$ cat config.mk
export PLATFORM = sky130hd
export DESIGN_NAME = fpu_inv_sqrt_iter_flat
export DESIGN_NICKNAME = d
export VERILOG_FILES = /design/src/rtl/fpu_inv_sqrt_iter_if.sv /design/src/rtl/fpu_inv_sqrt_iter.sv /design/src/flat_wrapper.sv
export SDC_FILE = /design/constraint.sdc
export NUM_CORES = 2
export LEC_CHECK = 0
export BUFFER_PORTS_ARGS = -buffer_cell sky130_fd_sc_hd__buf_2
export CAP_MARGIN = 20
export CORE_UTILIZATION = 57
export CTS_BUF_LIST = sky130_fd_sc_hd__clkbuf_4 sky130_fd_sc_hd__clkbuf_8
export DETAILED_ROUTE_END_ITERATION = 12
export GPL_ROUTABILITY_DRIVEN = 1
export GPL_TIMING_DRIVEN = 0
export MAX_ROUTING_LAYER = met4
export PLACE_DENSITY = 0.77
export SYNTH_ARGS = -nofsm -noshare
export SYNTH_HDL_FRONTEND = slang
export SYNTH_SLANG_ARGS = --single-unit
$ cat constraint.sdc
create_clock -name iCLK -period 19.3 [get_ports iCLK]
set_input_delay 0 -clock iCLK [delete_from_list [all_inputs] [get_ports iCLK]]
set_output_delay 0 -clock iCLK [all_outputs]
set_load 0.02 [all_outputs]
$ cat src/rtl/fpu_inv_sqrt_iter_if.sv
`default_nettype none
// ----------------------------------------------------------------------------
// fpu_inv_sqrt_iter_if : operand / result valid-ready bundle for fpu_inv_sqrt_iter
// Revision 1.0
// ----------------------------------------------------------------------------
interface fpu_inv_sqrt_iter_if;
  logic        iValid;
  logic        oInReady;
  logic [31:0] iA;
  logic        iMode;
  logic        oValid;
  logic        iReady;
  logic [31:0] oResult;

  modport master (
    output iValid, iA, iMode, iReady,
    input  oInReady, oValid, oResult
  );

  modport slave (
    input  iValid, iA, iMode, iReady,
    output oInReady, oValid, oResult
  );
endinterface
`default_nettype wire

$ cat src/rtl/fpu_inv_sqrt_iter.sv
`default_nettype none
// ----------------------------------------------------------------------------
// fpu_inv_sqrt_iter : iterative FP32 1/sqrt(x) or sqrt(x), magic seed + Newton
// Revision 1.0
// ----------------------------------------------------------------------------
module fpu_inv_sqrt_iter #(
  parameter int unsigned ITERS = 2,
  parameter logic [31:0] MAGIC = 32'h5f3759df
) (
  input  logic                iCLK,
  input  logic                iRESET,
  fpu_inv_sqrt_iter_if.slave  bus
);

  if (ITERS > 3) begin : g_iters_check
    $error("fpu_inv_sqrt_iter: ITERS must be in 0..3");
  end

  localparam logic [1:0]  LAST_ITER = 2'((ITERS == 0) ? 0 : ITERS - 1);
  localparam logic [25:0] ONE_HALF_Q = 26'h1800000;
  localparam logic [31:0] QNAN       = 32'h7fc00000;

  typedef enum logic [2:0] {
    S_IDLE = 3'd0,
    S_SEED = 3'd1,
    S_SQ   = 3'd2,
    S_MH   = 3'd3,
    S_SUB  = 3'd4,
    S_MY   = 3'd5,
    S_SQM  = 3'd6,
    S_DONE = 3'd7
  } state_t;

  state_t      state_q, state_d;
  logic [31:0] x_q, x_d;
  logic [31:0] h_q, h_d;
  logic [31:0] y_q, y_d;
  logic [31:0] t_q, t_d;     // holds t through MH, then u after SUB
  logic [31:0] res_q, res_d;
  logic        mode_q, mode_d;
  logic [1:0]  iter_q, iter_d;

  logic [31:0] mul_a, mul_b, mul_p;
  logic [31:0] sub_u;
  logic [31:0] seed_y;
  logic [31:0] seed_h;
  logic [7:0]  in_exp;
  logic [22:0] in_frac;
  logic        in_sign;
  logic        is_special;
  logic [31:0] spec_res;

  // FP32 multiply for normal operands: truncated mantissa, underflow to +0.
  function automatic logic [31:0] fmul(input logic [31:0] a, input logic [31:0] b);
    logic [47:0] p;
    logic [9:0]  e;
    logic [22:0] m;
    logic        s;
    s = a[31] ^ b[31];
    p = {24'd0, 1'b1, a[22:0]} * {24'd0, 1'b1, b[22:0]};
    e = {2'b00, a[30:23]} + {2'b00, b[30:23]} - 10'd127;
    if (p[47]) begin
      m = p[46:24];
      e = e + 10'd1;
    end else begin
      m = p[45:23];
    end
    if ((a[30:23] == 8'd0) || (b[30:23] == 8'd0) || e[9] || (e == 10'd0)) begin
      return 32'h00000000;
    end else if (e >= 10'd255) begin
      return {s, 8'hff, 23'd0};
    end
    return {s, e[7:0], m};
  endfunction

  // u = 1.5 - t computed in unsigned Q2.24, then renormalised with truncation.
  function automatic logic [31:0] half3_minus(input logic [30:0] t);
    logic [47:0] wide;
    logic [25:0] tf;
    logic [25:0] uf;
    logic [25:0] norm;
    logic [7:0]  sh;
    logic [4:0]  lead;
    logic        found;
    tf = 26'd0;
    if (t[30:23] > 8'd127) begin
      tf = ONE_HALF_Q;
    end else if (t[30:23] > 8'd102) begin
      sh   = 8'd150 - t[30:23];
      wide = {1'b1, t[22:0], 24'd0} >> sh;
      tf   = wide[25:0];
    end
    uf    = ONE_HALF_Q - tf;
    lead  = 5'd0;
    found = 1'b0;
    for (int i = 0; i < 26; i++) begin
      if (uf[i]) begin
        lead  = 5'(i);
        found = 1'b1;
      end
    end
    if (!found) begin
      return 32'h00000000;
    end
    norm = uf << (5'd25 - lead);
    return {1'b0, 8'd103 + {3'b000, lead}, norm[24:2]};
  endfunction

  assign in_sign = bus.iA[31];
  assign in_exp  = bus.iA[30:23];
  assign in_frac = bus.iA[22:0];

  // Denormals count as signed zero; negative nonzero and NaN collapse to qNaN.
  assign is_special = (in_exp == 8'd0) || (in_exp == 8'hff) || in_sign;

  always_comb begin
    spec_res = QNAN;
    if (in_exp == 8'd0) begin
      spec_res = bus.iMode ? {in_sign, 31'd0} : {in_sign, 8'hff, 23'd0};
    end else if ((in_exp == 8'hff) && (in_frac == 23'd0) && !in_sign) begin
      spec_res = bus.iMode ? 32'h7f800000 : 32'h00000000;
    end
  end

  assign seed_y = MAGIC - {1'b0, x_q[31:1]};
  assign seed_h = {x_q[31], x_q[30:23] - 8'd1, x_q[22:0]};
  assign sub_u  = half3_minus(t_q[30:0]);

  always_comb begin
    mul_a = y_q;
    mul_b = y_q;
    case (state_q)
      S_MH:    begin mul_a = h_q; mul_b = t_q; end
      S_MY:    begin mul_a = y_q; mul_b = t_q; end
      S_SQM:   begin mul_a = x_q; mul_b = y_q; end
      default: ;
    endcase
  end

  assign mul_p = fmul(mul_a, mul_b);

  always_comb begin
    state_d = state_q;
    x_d     = x_q;
    h_d     = h_q;
    y_d     = y_q;
    t_d     = t_q;
    res_d   = res_q;
    mode_d  = mode_q;
    iter_d  = iter_q;
    case (state_q)
      S_IDLE: begin
        if (bus.iValid) begin
          if (is_special) begin
            res_d   = spec_res;
            state_d = S_DONE;
          end else begin
            x_d     = bus.iA;
            mode_d  = bus.iMode;
            state_d = S_SEED;
          end
        end
      end
      S_SEED: begin
        y_d    = seed_y;
        h_d    = seed_h;
        iter_d = 2'd0;
        if (ITERS == 0) begin
          if (mode_q) begin
            state_d = S_SQM;
          end else begin
            res_d   = seed_y;
            state_d = S_DONE;
          end
        end else begin
          state_d = S_SQ;
        end
      end
      S_SQ: begin
        t_d     = mul_p;
        state_d = S_MH;
      end
      S_MH: begin
        t_d     = mul_p;
        state_d = S_SUB;
      end
      S_SUB: begin
        t_d     = sub_u;
        state_d = S_MY;
      end
      S_MY: begin
        y_d = mul_p;
        if (iter_q == LAST_ITER) begin
          if (mode_q) begin
            state_d = S_SQM;
          end else begin
            res_d   = mul_p;
            state_d = S_DONE;
          end
        end else begin
          iter_d  = iter_q + 2'd1;
          state_d = S_SQ;
        end
      end
      S_SQM: begin
        y_d     = mul_p;
        res_d   = mul_p;
        state_d = S_DONE;
      end
      S_DONE: begin
        if (bus.iReady) begin
          state_d = S_IDLE;
        end
      end
      default: state_d = S_IDLE;
    endcase
  end

  always_ff @(posedge iCLK) begin
    if (iRESET) begin
      state_q <= S_IDLE;
      x_q     <= 32'd0;
      h_q     <= 32'd0;
      y_q     <= 32'd0;
      t_q     <= 32'd0;
      res_q   <= 32'd0;
      mode_q  <= 1'b0;
      iter_q  <= 2'd0;
    end else begin
      state_q <= state_d;
      x_q     <= x_d;
      h_q     <= h_d;
      y_q     <= y_d;
      t_q     <= t_d;
      res_q   <= res_d;
      mode_q  <= mode_d;
      iter_q  <= iter_d;
    end
  end

  assign bus.oInReady = (state_q == S_IDLE);
  assign bus.oValid   = (state_q == S_DONE);
  assign bus.oResult  = res_q;

endmodule
`default_nettype wire

$ cat src/flat_wrapper.sv
// flat-port wrapper written by rule: the top's interface ports become plain ports
module fpu_inv_sqrt_iter_flat 
#(
  parameter int unsigned ITERS = 2,
  parameter logic [31:0] MAGIC = 32'h5f3759df
)
  (iCLK, iRESET, bus_iValid, bus_iA, bus_iMode, bus_iReady, bus_oInReady, bus_oValid, bus_oResult);
  fpu_inv_sqrt_iter_if bus_i ();
  input  logic iCLK;
  input  logic iRESET;
  input wire logic [$bits(bus_i.iValid)-1:0] bus_iValid;
  input wire logic [$bits(bus_i.iA)-1:0] bus_iA;
  input wire logic [$bits(bus_i.iMode)-1:0] bus_iMode;
  input wire logic [$bits(bus_i.iReady)-1:0] bus_iReady;
  output wire logic [$bits(bus_i.oInReady)-1:0] bus_oInReady;
  output wire logic [$bits(bus_i.oValid)-1:0] bus_oValid;
  output wire logic [$bits(bus_i.oResult)-1:0] bus_oResult;
  assign bus_i.iValid = bus_iValid;
  assign bus_i.iA = bus_iA;
  assign bus_i.iMode = bus_iMode;
  assign bus_i.iReady = bus_iReady;
  assign bus_oInReady = bus_i.oInReady;
  assign bus_oValid = bus_i.oValid;
  assign bus_oResult = bus_i.oResult;
  fpu_inv_sqrt_iter #(.ITERS(ITERS), .MAGIC(MAGIC)) u_core (.iCLK(iCLK), .iRESET(iRESET), .bus(bus_i));
endmodule
==> run metrics <==
slowest CP cell=o311ai_2; pin count of the biggest net entering global routing=17; Clock power frac=11.4%; CTS tree=built; Tot Pwr=2.392 mW; Leak Pwr=15.31 nW; port buffer count=69; boundary pin count=71; Clock Pin Slew Worst Setup and Hold Paths=0.09 ns; CP Class=reg2reg; grt ovf=0; async set-reset flop share out of synthesis=0%; DR DRC count=0; die area=0.05706 mm^2; worst-path fanout max=10; layout cells sized above 1=7.351%; fin cells=4,830; post-synthesis cell count=3,940; core area=0.05531 mm^2; Unique masters post-synth=115; final net count=4,777; Post-synth EDFFs=0; CP Data Arrival Time=15.12 ns; Vias/cell=6.304; Max Cap Viol=0; final wirelength=111,800 um; RSZ-0062 raised after global routing=false; first-pass GRT wire length=171,800 um; total track usage=40.96%; Final Hold Fails=0; Final WS setup=4.588 ns; Comb pwr share=70.7%; postcts setup bufs=0; antenna viol nets, final=0; via count=30,450; Net Count, Synth=4,648; Internal Power=1.065 mW; Critical Path RT=19.71 ns; synthesized area=0.03198 mm^2; row count=86; die width=238.9 um; smallest hold slack=0.1009 ns; P&R area growth vs syn=6.690%; Seq pwr share=18.0%; max-slew violations=0; Final Setup Violations=0; period utilization=76.23%; sw frac=55.49%; Peak Freq=67.97 MHz; Tightest Hold Check Type=in2reg; Yosys top cell area share=30.17%; CP Launch Type=flop; Setup WS pre-CTS=5.080 ns; CTS max path bufs=2; CTS root buf=clkbuf_8; vias in the first global route=29,390; sequential element share of the synthesized area=10.39%; Post-synth top cells=inv_1, nand2_1, fa_1; Sum Neg Setup Slack=0 ns; Placed Cells=4,762; GPL Wtd Cong=1.080; Synth area leader=fa_1; Slew headroom=15.32%; Die Height=238.9 um; CTS sink cnt=166; switching power=1.327 mW; Main synth FF type=dfxtp_1; PwrDens=70.10 mW/mm^2; post-DR wirelength/cell=23.15 um; syn avg cell area=8.117 um^2; measured slew at the worst slew-check pin=1.270 ns; Post-DP Area=0.03334 mm^2; Synthesis Warnings=0; Worst Skew=0.02156 ns; Area contributors post-synth=fa_1, dfxtp_1, ha_1, inv_1, nand2_1; post-route cell area=0.03412 mm^2; post-synthesis register bit count=166; count leader, synth=inv_1; HPWL after DPL=90,720 um; crit path time final=14.71 ns; Core Util, Final=61.69%; maximum VDD drop=0.00006792 V; Worst setup EP type=flop; DR pass1 iterations=9; number of buffers created by CTS=17; max incr delay on CP=0.97 ns; H-tree Lvls=4; fill count=5,024; clock insertion delay at the later pin of the skew report=0.50 ns; outcome=complete, no violations; Starting DRT DRC Count=3,961; Initial Util=57.83%; initial antenna violation count=1
## timing repair
| action | CTS | global route |
|---|---|---|
| resized for setup | 0 | 0 |
| endpoints found under the setup margin | 0 | 0 |
| endpoints found under the hold margin | 36 | 0 |
| hold buffers | 36 | 0 |
## final timing paths
| kind | start | to | slack, ns | cells after the start |
|---|---|---|---|---|
| worst max register to register | u_core.state_q[2] | u_core.t_q[9] | 4.59 | 38 |
| worst max-delay path | u_core.state_q[2] | u_core.t_q[9] | 4.59 | 38 |
| worst min-delay path | iRESET | u_core.t_q[31] | 0.10 | 2 |
| worst min register to register | u_core.bus.oResult[17] | u_core.bus.oResult[17] | 0.46 | 2 |
## layout make-up
type / count / area (um^2) / share of cell area, %
multi-input combinational: 2942 / 25450 / 74.59
buffer: 225 / 953.4 / 2.794
timing repair buffer: 110 / 762.0 / 2.233
clock inverter: 13 / 172.7 / 0.5060
antenna: 1 / 2.502 / 0.007334
clock buffer: 18 / 241.5 / 0.7077
inverter: 607 / 2278 / 6.677
sequential: 166 / 3323 / 9.739
tap: 748 / 935.9 / 2.743
## kinds of logic after synthesis
family          synth area share [%]
compound gates                 13.77
xor+xnor                       2.950
fa+ha+maj                      37.57
buf+inv                        10.11
flops                          10.39
mux                            6.275
simple gates                   18.95
## power by group through the flow
stage,sequential (mW),combinational [mW],clock (mW)
2_1_floorplan,0.411,1.09,0
3_3_place_gp,0.432,1.60,0
3_5_place_dp,0.433,1.61,0
4_1_cts,0.425,1.63,0.271
5_1_grt,0.430,1.81,0.285
6_report,0.430,1.69,0.272
## worst max-delay path, delay by kind of cell, from the launching register on
kind / cells / cell delay (ns)
xor+xnor: 1 / 0.17
compound gates: 11 / 4.09
simple gates: 2 / 0.42
fa+ha+maj: 8 / 3.80
buf+inv: 15 / 4.88
flops: 1 / 0.30
mux: 1 / 0.95
## cells in the final DEF (no fill, tap or decap), types with 22 or more instances in the layout
master         instances
nand2_1              576
mux2_2                45
a211oi_1              39
and2_1                40
nand3_1               51
dlygate4sd3_1         36
nor3_1                66
nor4_1                22
buf_2                 96
o211ai_1              25
dfxtp_1              166
nand2b_1              29
inv_1                584
a31oi_1               24
ha_1                 189
mux4_2                25
a21o_1                33
nand4_1               28
xor2_1                39
fa_1                 482
nor2b_1               22
nor2_1               417
xnor2_1               60
a21oi_1              206
o21ai_0               88
mux2i_1               77
clkbuf_1             172
## layer usage
layer / wire length, um / track usage, %
met4: 7471 / 21.23
met2: 49380 / 62.23
met1: 41560 / 51.59
met3: 13400 / 8.510
met5: 0 / -
## sequential cells by signal, summed over array words and instances (netlist names)
| name | cells |
|---|---|
| u_core.bus.oResult | 32 |
| u_core.h_q | 32 |
| u_core.y_q | 32 |
| u_core.x_q | 32 |
| u_core.state_q | 3 |
| u_core.iter_q | 2 |
| u_core.mode_q | 1 |
| u_core.t_q | 32 |
(Power assumes the default switching activity.)
